===== src/rtl/ahb_lcd_seq_if.sv =====
// AHB-Lite slave-side bus bundle for ahb_lcd_seq.
// The master modport is the interconnect/CPU view; the slave modport is the peripheral view.
interface ahb_lcd_seq_if;
    logic        HSEL;
    logic [31:0] HADDR;
    logic [1:0]  HTRANS;
    logic [2:0]  HSIZE;
    logic [3:0]  HPROT;
    logic        HWRITE;
    logic [31:0] HWDATA;
    logic        HREADY;
    logic        HREADYOUT;
    logic [31:0] HRDATA;
    logic        HRESP;

    modport master (
        output HSEL, HADDR, HTRANS, HSIZE, HPROT, HWRITE, HWDATA, HREADY,
        input  HREADYOUT, HRDATA, HRESP
    );

    modport slave (
        input  HSEL, HADDR, HTRANS, HSIZE, HPROT, HWRITE, HWDATA, HREADY,
        output HREADYOUT, HRDATA, HRESP
    );
endinterface


===== src/rtl/ahb_lcd_seq.sv =====
// AHB-Lite slave driving an 8080-style 16-bit LCD write bus from a command/data FIFO.
// Optional feature macro LCD_FILL_EN adds FILL_VAL (0x10) / FILL_CNT (0x14) hardware fill.
module ahb_lcd_seq #(
    parameter int FIFO_DEPTH = 8,
    parameter int WR_LO_RST  = 1,
    parameter int WR_HI_RST  = 1
) (
    input  logic         HCLK,
    input  logic         HRESETn,
    ahb_lcd_seq_if.slave bus,
    output logic         LCD_CS,
    output logic         LCD_RS,
    output logic         LCD_WR,
    output logic         LCD_RD,
    output logic         LCD_RST,
    output logic         LCD_BL_CTR,
    output logic [15:0]  LCD_DATA,
    output logic [1:0]   o_dbg_state
);
    localparam int AW = $clog2(FIFO_DEPTH);
    localparam int LW = AW + 1;

    typedef enum logic [1:0] {S_IDLE, S_SETUP, S_WRLO, S_WRHI} state_t;

    state_t        r_state;
    logic          r_dp_valid, r_dp_write;
    logic [5:0]    r_dp_addr;
    logic [16:0]   r_mem [FIFO_DEPTH];
    logic [AW-1:0] r_wptr, r_rptr;
    logic [LW-1:0] r_level;
    logic          r_ctrl_rst, r_ctrl_bl;
    logic [3:0]    r_ctrl_lo, r_ctrl_hi, r_lo_cur, r_hi_cur, r_cnt;
    logic          r_cs, r_wr, r_rs;
    logic [15:0]   r_data;

    logic          w_wr_phase, w_push_req, w_push, w_pop, w_take, w_next_go;
    logic          w_full, w_empty, w_fill_active, w_busy;
    logic [16:0]   w_head, w_load;
    logic [31:0]   w_stat, w_rdata;
    logic          w_unused;

    // Address phase is captured only when the bus is ready; a stalled push holds it.
    always_ff @(posedge HCLK) begin
        if (!HRESETn) begin
            r_dp_valid <= 1'b0;
            r_dp_write <= 1'b0;
            r_dp_addr  <= '0;
        end else if (bus.HREADY) begin
            r_dp_valid <= bus.HSEL & bus.HTRANS[1];
            r_dp_write <= bus.HWRITE;
            r_dp_addr  <= bus.HADDR[7:2];
        end
    end

    assign w_wr_phase    = r_dp_valid & r_dp_write;
    assign w_push_req    = w_wr_phase & ((r_dp_addr == 6'd0) | (r_dp_addr == 6'd1));
    assign w_full        = (r_level == LW'(FIFO_DEPTH));
    assign w_empty       = (r_level == '0);
    assign w_head        = r_mem[r_rptr];
    assign w_next_go     = (r_state == S_IDLE) | ((r_state == S_WRHI) & (r_cnt == r_hi_cur));
    assign w_pop         = w_next_go & ~w_fill_active & ~w_empty;
    assign w_take        = w_next_go & (w_fill_active | ~w_empty);
    assign w_push        = w_push_req & (~w_full | w_pop);
    assign bus.HREADYOUT = ~(w_push_req & w_full & ~w_pop);
    assign bus.HRESP     = 1'b0;

    always_ff @(posedge HCLK) begin
        if (w_push) r_mem[r_wptr] <= {r_dp_addr[0], bus.HWDATA[15:0]};
    end

    always_ff @(posedge HCLK) begin
        if (!HRESETn) begin
            r_wptr  <= '0;
            r_rptr  <= '0;
            r_level <= '0;
        end else begin
            if (w_push) r_wptr <= r_wptr + 1'b1;
            if (w_pop)  r_rptr <= r_rptr + 1'b1;
            if (w_push && !w_pop)      r_level <= r_level + 1'b1;
            else if (!w_push && w_pop) r_level <= r_level - 1'b1;
        end
    end

    always_ff @(posedge HCLK) begin
        if (!HRESETn) begin
            r_ctrl_rst <= 1'b0;
            r_ctrl_bl  <= 1'b0;
            r_ctrl_lo  <= 4'(WR_LO_RST);
            r_ctrl_hi  <= 4'(WR_HI_RST);
        end else if (w_wr_phase && r_dp_addr == 6'd2) begin
            r_ctrl_rst <= bus.HWDATA[0];
            r_ctrl_bl  <= bus.HWDATA[1];
            r_ctrl_lo  <= bus.HWDATA[7:4];
            r_ctrl_hi  <= bus.HWDATA[11:8];
        end
    end

`ifdef LCD_FILL_EN
    logic [15:0] r_fill_val;
    logic [23:0] r_fill_cnt;

    always_ff @(posedge HCLK) begin
        if (!HRESETn) begin
            r_fill_val <= '0;
            r_fill_cnt <= '0;
        end else begin
            if (w_wr_phase && r_dp_addr == 6'd4) r_fill_val <= bus.HWDATA[15:0];
            // A fill may only start from a fully quiet engine; otherwise the count is dropped.
            if (w_wr_phase && r_dp_addr == 6'd5 && bus.HWDATA[23:0] != 24'd0 &&
                r_state == S_IDLE && w_empty && r_fill_cnt == 24'd0)
                r_fill_cnt <= bus.HWDATA[23:0];
            else if (w_take && w_fill_active)
                r_fill_cnt <= r_fill_cnt - 24'd1;
        end
    end

    assign w_fill_active = (r_fill_cnt != 24'd0);
    assign w_load        = w_fill_active ? {1'b1, r_fill_val} : w_head;
`else
    assign w_fill_active = 1'b0;
    assign w_load        = w_head;
`endif

    // Word period: SETUP (1) + WRLO (lo+1) + WRHI (hi+1); CS stays low across a burst.
    always_ff @(posedge HCLK) begin
        if (!HRESETn) begin
            r_state  <= S_IDLE;
            r_cs     <= 1'b1;
            r_wr     <= 1'b1;
            r_rs     <= 1'b0;
            r_data   <= '0;
            r_cnt    <= '0;
            r_lo_cur <= 4'(WR_LO_RST);
            r_hi_cur <= 4'(WR_HI_RST);
        end else begin
            case (r_state)
                S_IDLE: begin
                    if (w_take) begin
                        r_state <= S_SETUP;
                        r_cs    <= 1'b0;
                        r_rs    <= w_load[16];
                        r_data  <= w_load[15:0];
                    end
                end
                S_SETUP: begin
                    r_lo_cur <= r_ctrl_lo;
                    r_hi_cur <= r_ctrl_hi;
                    r_wr     <= 1'b0;
                    r_cnt    <= '0;
                    r_state  <= S_WRLO;
                end
                S_WRLO: begin
                    if (r_cnt == r_lo_cur) begin
                        r_wr    <= 1'b1;
                        r_cnt   <= '0;
                        r_state <= S_WRHI;
                    end else begin
                        r_cnt <= r_cnt + 4'd1;
                    end
                end
                S_WRHI: begin
                    if (r_cnt == r_hi_cur) begin
                        if (w_take) begin
                            r_state <= S_SETUP;
                            r_rs    <= w_load[16];
                            r_data  <= w_load[15:0];
                        end else begin
                            r_state <= S_IDLE;
                            r_cs    <= 1'b1;
                        end
                    end else begin
                        r_cnt <= r_cnt + 4'd1;
                    end
                end
                default: r_state <= S_IDLE;
            endcase
        end
    end

    assign w_busy = (r_state != S_IDLE) | ~w_empty | w_fill_active;

    always_comb begin
        w_stat = '0;
        w_stat[0] = w_busy;
        w_stat[1] = w_full;
        w_stat[2] = w_empty;
        w_stat[8 +: LW] = r_level;
    end

    always_comb begin
        w_rdata = '0;
        if (r_dp_valid && !r_dp_write) begin
            case (r_dp_addr)
                6'd2: w_rdata = {20'd0, r_ctrl_hi, r_ctrl_lo, 2'b00, r_ctrl_bl, r_ctrl_rst};
                6'd3: w_rdata = w_stat;
`ifdef LCD_FILL_EN
                6'd4: w_rdata = {16'd0, r_fill_val};
                6'd5: w_rdata = {8'd0, r_fill_cnt};
`endif
                default: w_rdata = '0;
            endcase
        end
    end

    assign bus.HRDATA = w_rdata;
    assign LCD_CS     = r_cs;
    assign LCD_WR     = r_wr;
    assign LCD_RD     = 1'b1;
    assign LCD_RS     = r_rs;
    assign LCD_DATA   = r_data;
    assign LCD_RST    = r_ctrl_rst;
    assign LCD_BL_CTR = r_ctrl_bl;
    assign o_dbg_state = r_state;

    assign w_unused = ^{bus.HADDR[31:8], bus.HADDR[1:0], bus.HTRANS[0], bus.HSIZE,
                        bus.HPROT, bus.HWDATA[31:16]};
endmodule


===== src/flat_wrapper.sv =====
// flat-port wrapper written by rule: the top's interface ports become plain ports
module ahb_lcd_seq_flat 
#(
    parameter int FIFO_DEPTH = 8,
    parameter int WR_LO_RST  = 1,
    parameter int WR_HI_RST  = 1
)
  (HCLK, HRESETn, LCD_CS, LCD_RS, LCD_WR, LCD_RD, LCD_RST, LCD_BL_CTR, LCD_DATA, o_dbg_state, bus_HSEL, bus_HADDR, bus_HTRANS, bus_HSIZE, bus_HPROT, bus_HWRITE, bus_HWDATA, bus_HREADY, bus_HREADYOUT, bus_HRDATA, bus_HRESP);
  ahb_lcd_seq_if bus_i ();
  input  logic HCLK;
  input  logic HRESETn;
  output logic LCD_CS;
  output logic LCD_RS;
  output logic LCD_WR;
  output logic LCD_RD;
  output logic LCD_RST;
  output logic LCD_BL_CTR;
  output logic [15:0] LCD_DATA;
  output logic [1:0] o_dbg_state;
  input wire logic [$bits(bus_i.HSEL)-1:0] bus_HSEL;
  input wire logic [$bits(bus_i.HADDR)-1:0] bus_HADDR;
  input wire logic [$bits(bus_i.HTRANS)-1:0] bus_HTRANS;
  input wire logic [$bits(bus_i.HSIZE)-1:0] bus_HSIZE;
  input wire logic [$bits(bus_i.HPROT)-1:0] bus_HPROT;
  input wire logic [$bits(bus_i.HWRITE)-1:0] bus_HWRITE;
  input wire logic [$bits(bus_i.HWDATA)-1:0] bus_HWDATA;
  input wire logic [$bits(bus_i.HREADY)-1:0] bus_HREADY;
  output wire logic [$bits(bus_i.HREADYOUT)-1:0] bus_HREADYOUT;
  output wire logic [$bits(bus_i.HRDATA)-1:0] bus_HRDATA;
  output wire logic [$bits(bus_i.HRESP)-1:0] bus_HRESP;
  assign bus_i.HSEL = bus_HSEL;
  assign bus_i.HADDR = bus_HADDR;
  assign bus_i.HTRANS = bus_HTRANS;
  assign bus_i.HSIZE = bus_HSIZE;
  assign bus_i.HPROT = bus_HPROT;
  assign bus_i.HWRITE = bus_HWRITE;
  assign bus_i.HWDATA = bus_HWDATA;
  assign bus_i.HREADY = bus_HREADY;
  assign bus_HREADYOUT = bus_i.HREADYOUT;
  assign bus_HRDATA = bus_i.HRDATA;
  assign bus_HRESP = bus_i.HRESP;
  ahb_lcd_seq #(.FIFO_DEPTH(FIFO_DEPTH), .WR_LO_RST(WR_LO_RST), .WR_HI_RST(WR_HI_RST)) u_core (.HCLK(HCLK), .HRESETn(HRESETn), .bus(bus_i), .LCD_CS(LCD_CS), .LCD_RS(LCD_RS), .LCD_WR(LCD_WR), .LCD_RD(LCD_RD), .LCD_RST(LCD_RST), .LCD_BL_CTR(LCD_BL_CTR), .LCD_DATA(LCD_DATA), .o_dbg_state(o_dbg_state));
endmodule

===== config.mk =====
export PLATFORM = sky130hd
export DESIGN_NAME = ahb_lcd_seq_flat
export DESIGN_NICKNAME = d
export VERILOG_FILES = /design/src/rtl/ahb_lcd_seq_if.sv /design/src/rtl/ahb_lcd_seq.sv /design/src/flat_wrapper.sv
export SDC_FILE = /design/constraint.sdc
export NUM_CORES = 1
export LEC_CHECK = 0
export BUFFER_PORTS_ARGS = -buffer_cell sky130_fd_sc_hd__buf_2
export CAP_MARGIN = 20
export CORE_UTILIZATION = 56
export CTS_CLUSTER_SIZE = 14
export DETAILED_ROUTE_END_ITERATION = 8
export HOLD_SLACK_MARGIN = 0.1
export PLACE_DENSITY = 0.78
export SLEW_MARGIN = 20
export SYNTH_ARGS = -nofsm -noshare
export SYNTH_HDL_FRONTEND = slang
export SYNTH_SLANG_ARGS = --single-unit

===== constraint.sdc =====
create_clock -name HCLK -period 5.03 [get_ports HCLK]
set_input_delay 0.7545 -clock HCLK [delete_from_list [all_inputs] [get_ports HCLK]]
set_output_delay 0.7545 -clock HCLK [all_outputs]
set_load 0.005 [all_outputs]

# Yosys cells after proc, flatten, opt, wreduce, memory -nomap -nowiden
# Memories as Yosys holds them, arrays and structs flattened. A register that Yosys moved wholly into a read port is not among the register bits.
# Index checks and enable logic that the tools add are counted.
# op_classes
bitwise_logic	16
muxes	28
reduce_logical	20
addsub	5
n_eq_ne	14
# op_table
operator	count
$mux 16	2
$mux 32	1
$pmux 16 s2	1
$pmux 12 s2	1
$mux 4	4
$eq 6x2->1 const B	2
$pmux 4 s3	1
$mux 1	9
$add 4x1->4 const B	2
$and 1x1->1	8
$eq 4x4->1	2
$pmux 2 s4	1
$reduce_bool 2->1	4
$add 3x1->3 const B	2
$eq 6x1->1 const B	1
$logic_not 6->1	1
$mux 2	3
$mux 3	2
$ne 2x2->1 const B	3
$pmux 1 s2	3
$reduce_and 2->1	3
$eq 2x2->1 const B	2
$eq 4x4->1 const B	1
$logic_and 1x1->1	4
other kinds (11)	20
# totals
ram_bits	136
output_inout_bits	58
inputBits	78
mem_count	1
wordCells	102
reg_bits	61
# mem_list
memory	depth	width	read_ports	rd_ports_with_merged_regs	wr	line_no	source
u_core.r_mem	8	17	1	1	1	ahb_lcd_seq.sv:28	logic [16:0] r_mem [FIFO_DEPTH];

# Depth between registers and ports, before layout
# depth
word_depth	10
ltp_mapped	15
depth_no_buf	13

# Worst setup path after synthesis
# OpenSTA, ideal clock, no wires.
# synth_timing
path_type	reg2reg
from	register u_core.r_cnt[0]
to	memory u_core.r_mem[2][0], enable pin
n_path_buf	1
arrival_time_ps	3169
required_time_ps	4589
setup_slack_ps	1420
setup_time_ps	441
path_stages_with_launch	7
period_less_slack_ps	3610
cell_sequence	dfxtp_1 xor2_2 nor4_4 a21o_1 buf_4 o21ai_4 nor4b_1
# synth_between
elab_chain_cells	8
# synth_rtl
item	line_no	source
from (decl)	ahb_lcd_seq.sv:32	logic [3:0] r_ctrl_lo, r_ctrl_hi, r_lo_cur, r_hi_cur, r_cnt;
from (signal assigned)	ahb_lcd_seq.sv:158	r_cnt <= r_cnt + 4'd1;
from (signal assigned)	ahb_lcd_seq.sv:172	r_cnt <= r_cnt + 4'd1;
$eq 4x4->1	ahb_lcd_seq.sv:60	assign w_next_go = (r_state == S_IDLE) | ((r_state == S_WRHI) & (r_cnt == r_hi_cur));
$and 1x1->1	ahb_lcd_seq.sv:60	
$or 1x1->1	ahb_lcd_seq.sv:60	
$and 1x1->1	ahb_lcd_seq.sv:61	assign w_pop = w_next_go & ~w_fill_active & ~w_empty;
$or 1x1->1	ahb_lcd_seq.sv:63	assign w_push = w_push_req & (~w_full | w_pop);
$and 1x1->1	ahb_lcd_seq.sv:63	
$mux 1	ahb_lcd_seq.sv:68	if (w_push) r_mem[r_wptr] <= {r_dp_addr[0], bus.HWDATA[15:0]};
$mux 1 (not written as such)	ahb_lcd_seq.sv:68	
to (decl)	ahb_lcd_seq.sv:28	
# No other way between the ends.

# Worst setup path after layout
# layout_timing
from	register u_core.r_cnt[0]
to	register u_core.r_level[3]
# layout_between
elab_chain_cells	9
elab_cells_between_ends	12
classes_between	eq/ne (1); mux (1); bitwise (5); reduce/logical (5)
# layout_rtl
item	line_no	source
$eq 4x4->1 (*)	ahb_lcd_seq.sv:60	
$and 1x1->1 (*)	ahb_lcd_seq.sv:60	
$or 1x1->1 (*)	ahb_lcd_seq.sv:60	
$and 1x1->1 (*)	ahb_lcd_seq.sv:61	
$or 1x1->1 (*)	ahb_lcd_seq.sv:63	
$and 1x1->1 (*)	ahb_lcd_seq.sv:63	
net u_core.w_push	ahb_lcd_seq.sv:36	logic w_wr_phase, w_push_req, w_push, w_pop, w_take, w_next_go;
$logic_not 1->1	ahb_lcd_seq.sv:80	else if (!w_push && w_pop) r_level <= r_level - 1'b1;
$logic_and 1x1->1	ahb_lcd_seq.sv:80	
$reduce_bool 2->1 (no line)	n/a	
to (signal assigned)	ahb_lcd_seq.sv:79	if (w_push && !w_pop) r_level <= r_level + 1'b1;
to (signal assigned)	ahb_lcd_seq.sv:80	
to (decl)	ahb_lcd_seq.sv:30	logic [LW-1:0] r_level;
# Mark *: on every way through the listed nets, which the timed path passes. The rest lies on a longest branch.
# A chain may end at the register's enable or synchronous reset.

==> results.ini <==
[synth]
synth.largest_area_cell = edfxtp_1
synth_cell_types = 55
synth_cells = 536
synth-main-ff-cell = edfxtp_1
synth_xor_area_share_pct = 1.44
synth.top_cell.area_share_pct = 49.4
synth_area_per_cell_um2 = 15.4
yosys_warnings = 0
synth_mux_area_share_pct = 15.7
synth_top_family_by_area = multiplexers
synth_edf_count = 136
synth-compound-area-share_pct = 5.93
ys_async_sr_fraction_pct = 0
synth_fa_ha_area_share_pct = 1.76
ys_top_cells_by_area = edfxtp_1 (49%), dfxtp_1 (15%), mux4_2 (9.3%)
synth.most_common_cell = edfxtp_1
netlist_area_mm2 = 0.00827
ys_top_cells_by_count = edfxtp_1 (136), dfxtp_1 (64), mux2i_1 (52), mux4_2 (34), nor2_1 (34)
ys_ff_latch = 200
synthSimpleGateAreaFrac_pct = 5.98
ys_seq_area_share_pct = 64.9

[final_layout]
area_delta_synth_final_pct = 12.5
fin_nets = 687
seq_area_mm2 = 0.00537
insertedDiodeCount = 0
drive_above_1_share_pct = 27.0
fillers = 1020
multi_input_comb_area_mm2 = 0.00268

[sta]
slew_headroom_pct = 36.4
layout_worst_path_cycle_share_pct = 66.4
setup_viol = 0
tightest_slew_ns = 0.949
finClkSkew_ns = 0.00742
rsz0062_at_grt = no
fmax_mhz = 299
tns_ns = 0
period_minus_slack_ns = 3.34
holdWs_ns = 0.479
final_max_slew_viol_count = 0
hold_viol = 0

[grt]
grt_max_degree = 35
antenna_found_initial = 0
grt_pass1_vias = 4600
track_usage_pct = 22.9
gr-total-overflow = 0
grt_pass1_wl_um = 24900

[placed_design]
hpwlAfterDp_um = 9560
numPortBuffers = 62
gp_congestion = 0.785

[routing]
via_per_inst = 5.89
remaining_drc_errors = 0
wirelength_um = 16000
first_pass_iters = 5
wl_per_cell_um = 20.2
drtIter0Drc = 381
ant_nets = 0
vias = 4682

[worst_setup_path]
cp-end-kind = flop
crit_type = flop to flop
worstPathArrival_ns = 3.70
cp-start-kind = flop
cp_slowest_cell = dfxtp_1
critPathMaxFanout = 9
crit_path_max_incr_delay_ns = 0.48
critPathRequiredTime_ns = 5.39
crit_chain = xor2_2, nor4_4, a21o_1, o21ai_4, inv_2, ha_1, inv_1, ha_1, a21o_1, a21oi_1, xnor2_1, or3_1, a21oi_1

[flow_run]
cap_violations = 0

[pwr]
power.density_mw_per_mm2 = 485
ir_worst_vdd_uv = 268
p_leak_nw = 3.30

[cts]
ctsHoldBuffers = 0
clk_pin_slew_ns = 0.06
htree_levels = 4
post_cts_buffers = 0
cts_tree = built
clk_latency_ns = 0.43
clockBufferDepth = 2
cts_resized = 0
cts.sinks = 200
cts-root-buf = clkbuf_16
numCtsBuffers = 17

[hold_path]
min_path_type = flop to flop

[die]
dieWidth_um = 124
die_area_mm2 = 0.0153
rows = 44
io-pin-count = 136
start_util_pct = 57.1
fp.coreArea_mm2 = 0.0145
die_h_um = 124

[run_status]
outcome = complete, no violations

==> per-layer routing <==
metal  up-vias  part of all wire (%)  GRT usage [%]
met5         -                     0              0
met4         0                   1.7           8.58
met3        24                   5.5           4.98
met2       157                    49           36.2
met1      2380                    43           31.2
li1       2121                     -              -
==> flip-flops by register name, summed over array words and instances, names as in the netlist, named ones only <==
register            count
u_core.LCD_DATA        16
u_core.r_level          4
u_core.r_dp_write       1
u_core.r_dp_valid       1
u_core.r_ctrl_hi        4
u_core.LCD_RST          1
u_core.LCD_CS           1
u_core.r_dp_addr        6
u_core.r_mem          136
u_core.r_lo_cur         4
u_core.r_rptr           3
u_core.r_wptr           3
u_core.r_ctrl_lo        4
u_core.LCD_WR           1
u_core.LCD_BL_CTR       1
u_core.r_cnt            4
u_core.r_hi_cur         4
u_core.o_dbg_state      2
u_core.LCD_RS           1
==> report_power, final <==
group / leakage, nW / internal, mW / switching [mW]
registers: 1.75 / 1.87 / 0.0880
logic: 1.27 / 0.532 / 0.681
clock network: 0.283 / 0.765 / 0.576
==> path summary, 6_finish.rpt <==
path | start | end | depth (start not counted) | slack (ns)
max | u_core.r_cnt[0]$_SDFFE_PN0P_ | u_core.r_level[3]$_SDFFE_PN0P_ | 13 | 1.69
min reg2reg | u_core.r_dp_valid$_SDFFE_PN0P_ | u_core.r_dp_valid$_SDFFE_PN0P_ | 2 | 0.48
max reg2reg | u_core.r_cnt[0]$_SDFFE_PN0P_ | u_core.r_level[3]$_SDFFE_PN0P_ | 13 | 1.69
min | u_core.r_dp_valid$_SDFFE_PN0P_ | u_core.r_dp_valid$_SDFFE_PN0P_ | 2 | 0.48
==> layout by cell type (no fill, tap or decap), types with 5 or more instances in the layout <==
master	n
nand3_1	8
conb_1	23
a211oi_1	8
clkbuf_16	17
edfxtp_1	136
mux4_2	34
nor2_1	34
nand2_1	20
o21ai_0	5
a21oi_1	26
and2_1	6
a211oi_2	10
buf_4	13
xnor2_1	6
inv_1	7
nand2b_1	5
ha_1	10
mux2i_1	52
buf_2	62
dfxtp_1	63
==> per-stage QoR <==
step                      setup WS, ns  instance area [µm²]  utilization [%]  power [mW]  std cells
after floorplan                   1.42                 8350                -        2.93        557
after global placement            1.89                 8720             60.2        3.16        763
after detailed placement          1.77                 8720             60.2        3.20        763
after CTS                         1.72                 9310             64.3        4.54        795
after global routing              1.48                 9310             64.3        4.73        795
final                             1.69                 9310             64.3        4.51        795
==> cell type report <==
class	count	area share, %
sequential	200	57.7
clock buffer	23	5.03
tap	184	2.47
timing repair buffer	75	4.38
multi-input combinational	296	28.8
inverter	8	0.323
clock inverter	9	1.28
==> logic make-up after synthesis <==
family          Yosys count
other cells               2
xor+xnor                 11
compound gates           66
flops                   200
simple gates             98
fa+ha+maj                11
buf+inv                  61
mux                      87
==> critical path, delay by kind of cell, from the launching register on <==
| kind | cells | cell delay (ns) |
|---|---|---|
| simple gates | 2 | 0.71 |
| flops | 1 | 0.48 |
| fa+ha+maj | 2 | 0.50 |
| compound gates | 5 | 1.10 |
| buf+inv | 2 | 0.22 |
| xor+xnor | 2 | 0.25 |
Note: power is estimated with default switching activity, not from simulation.
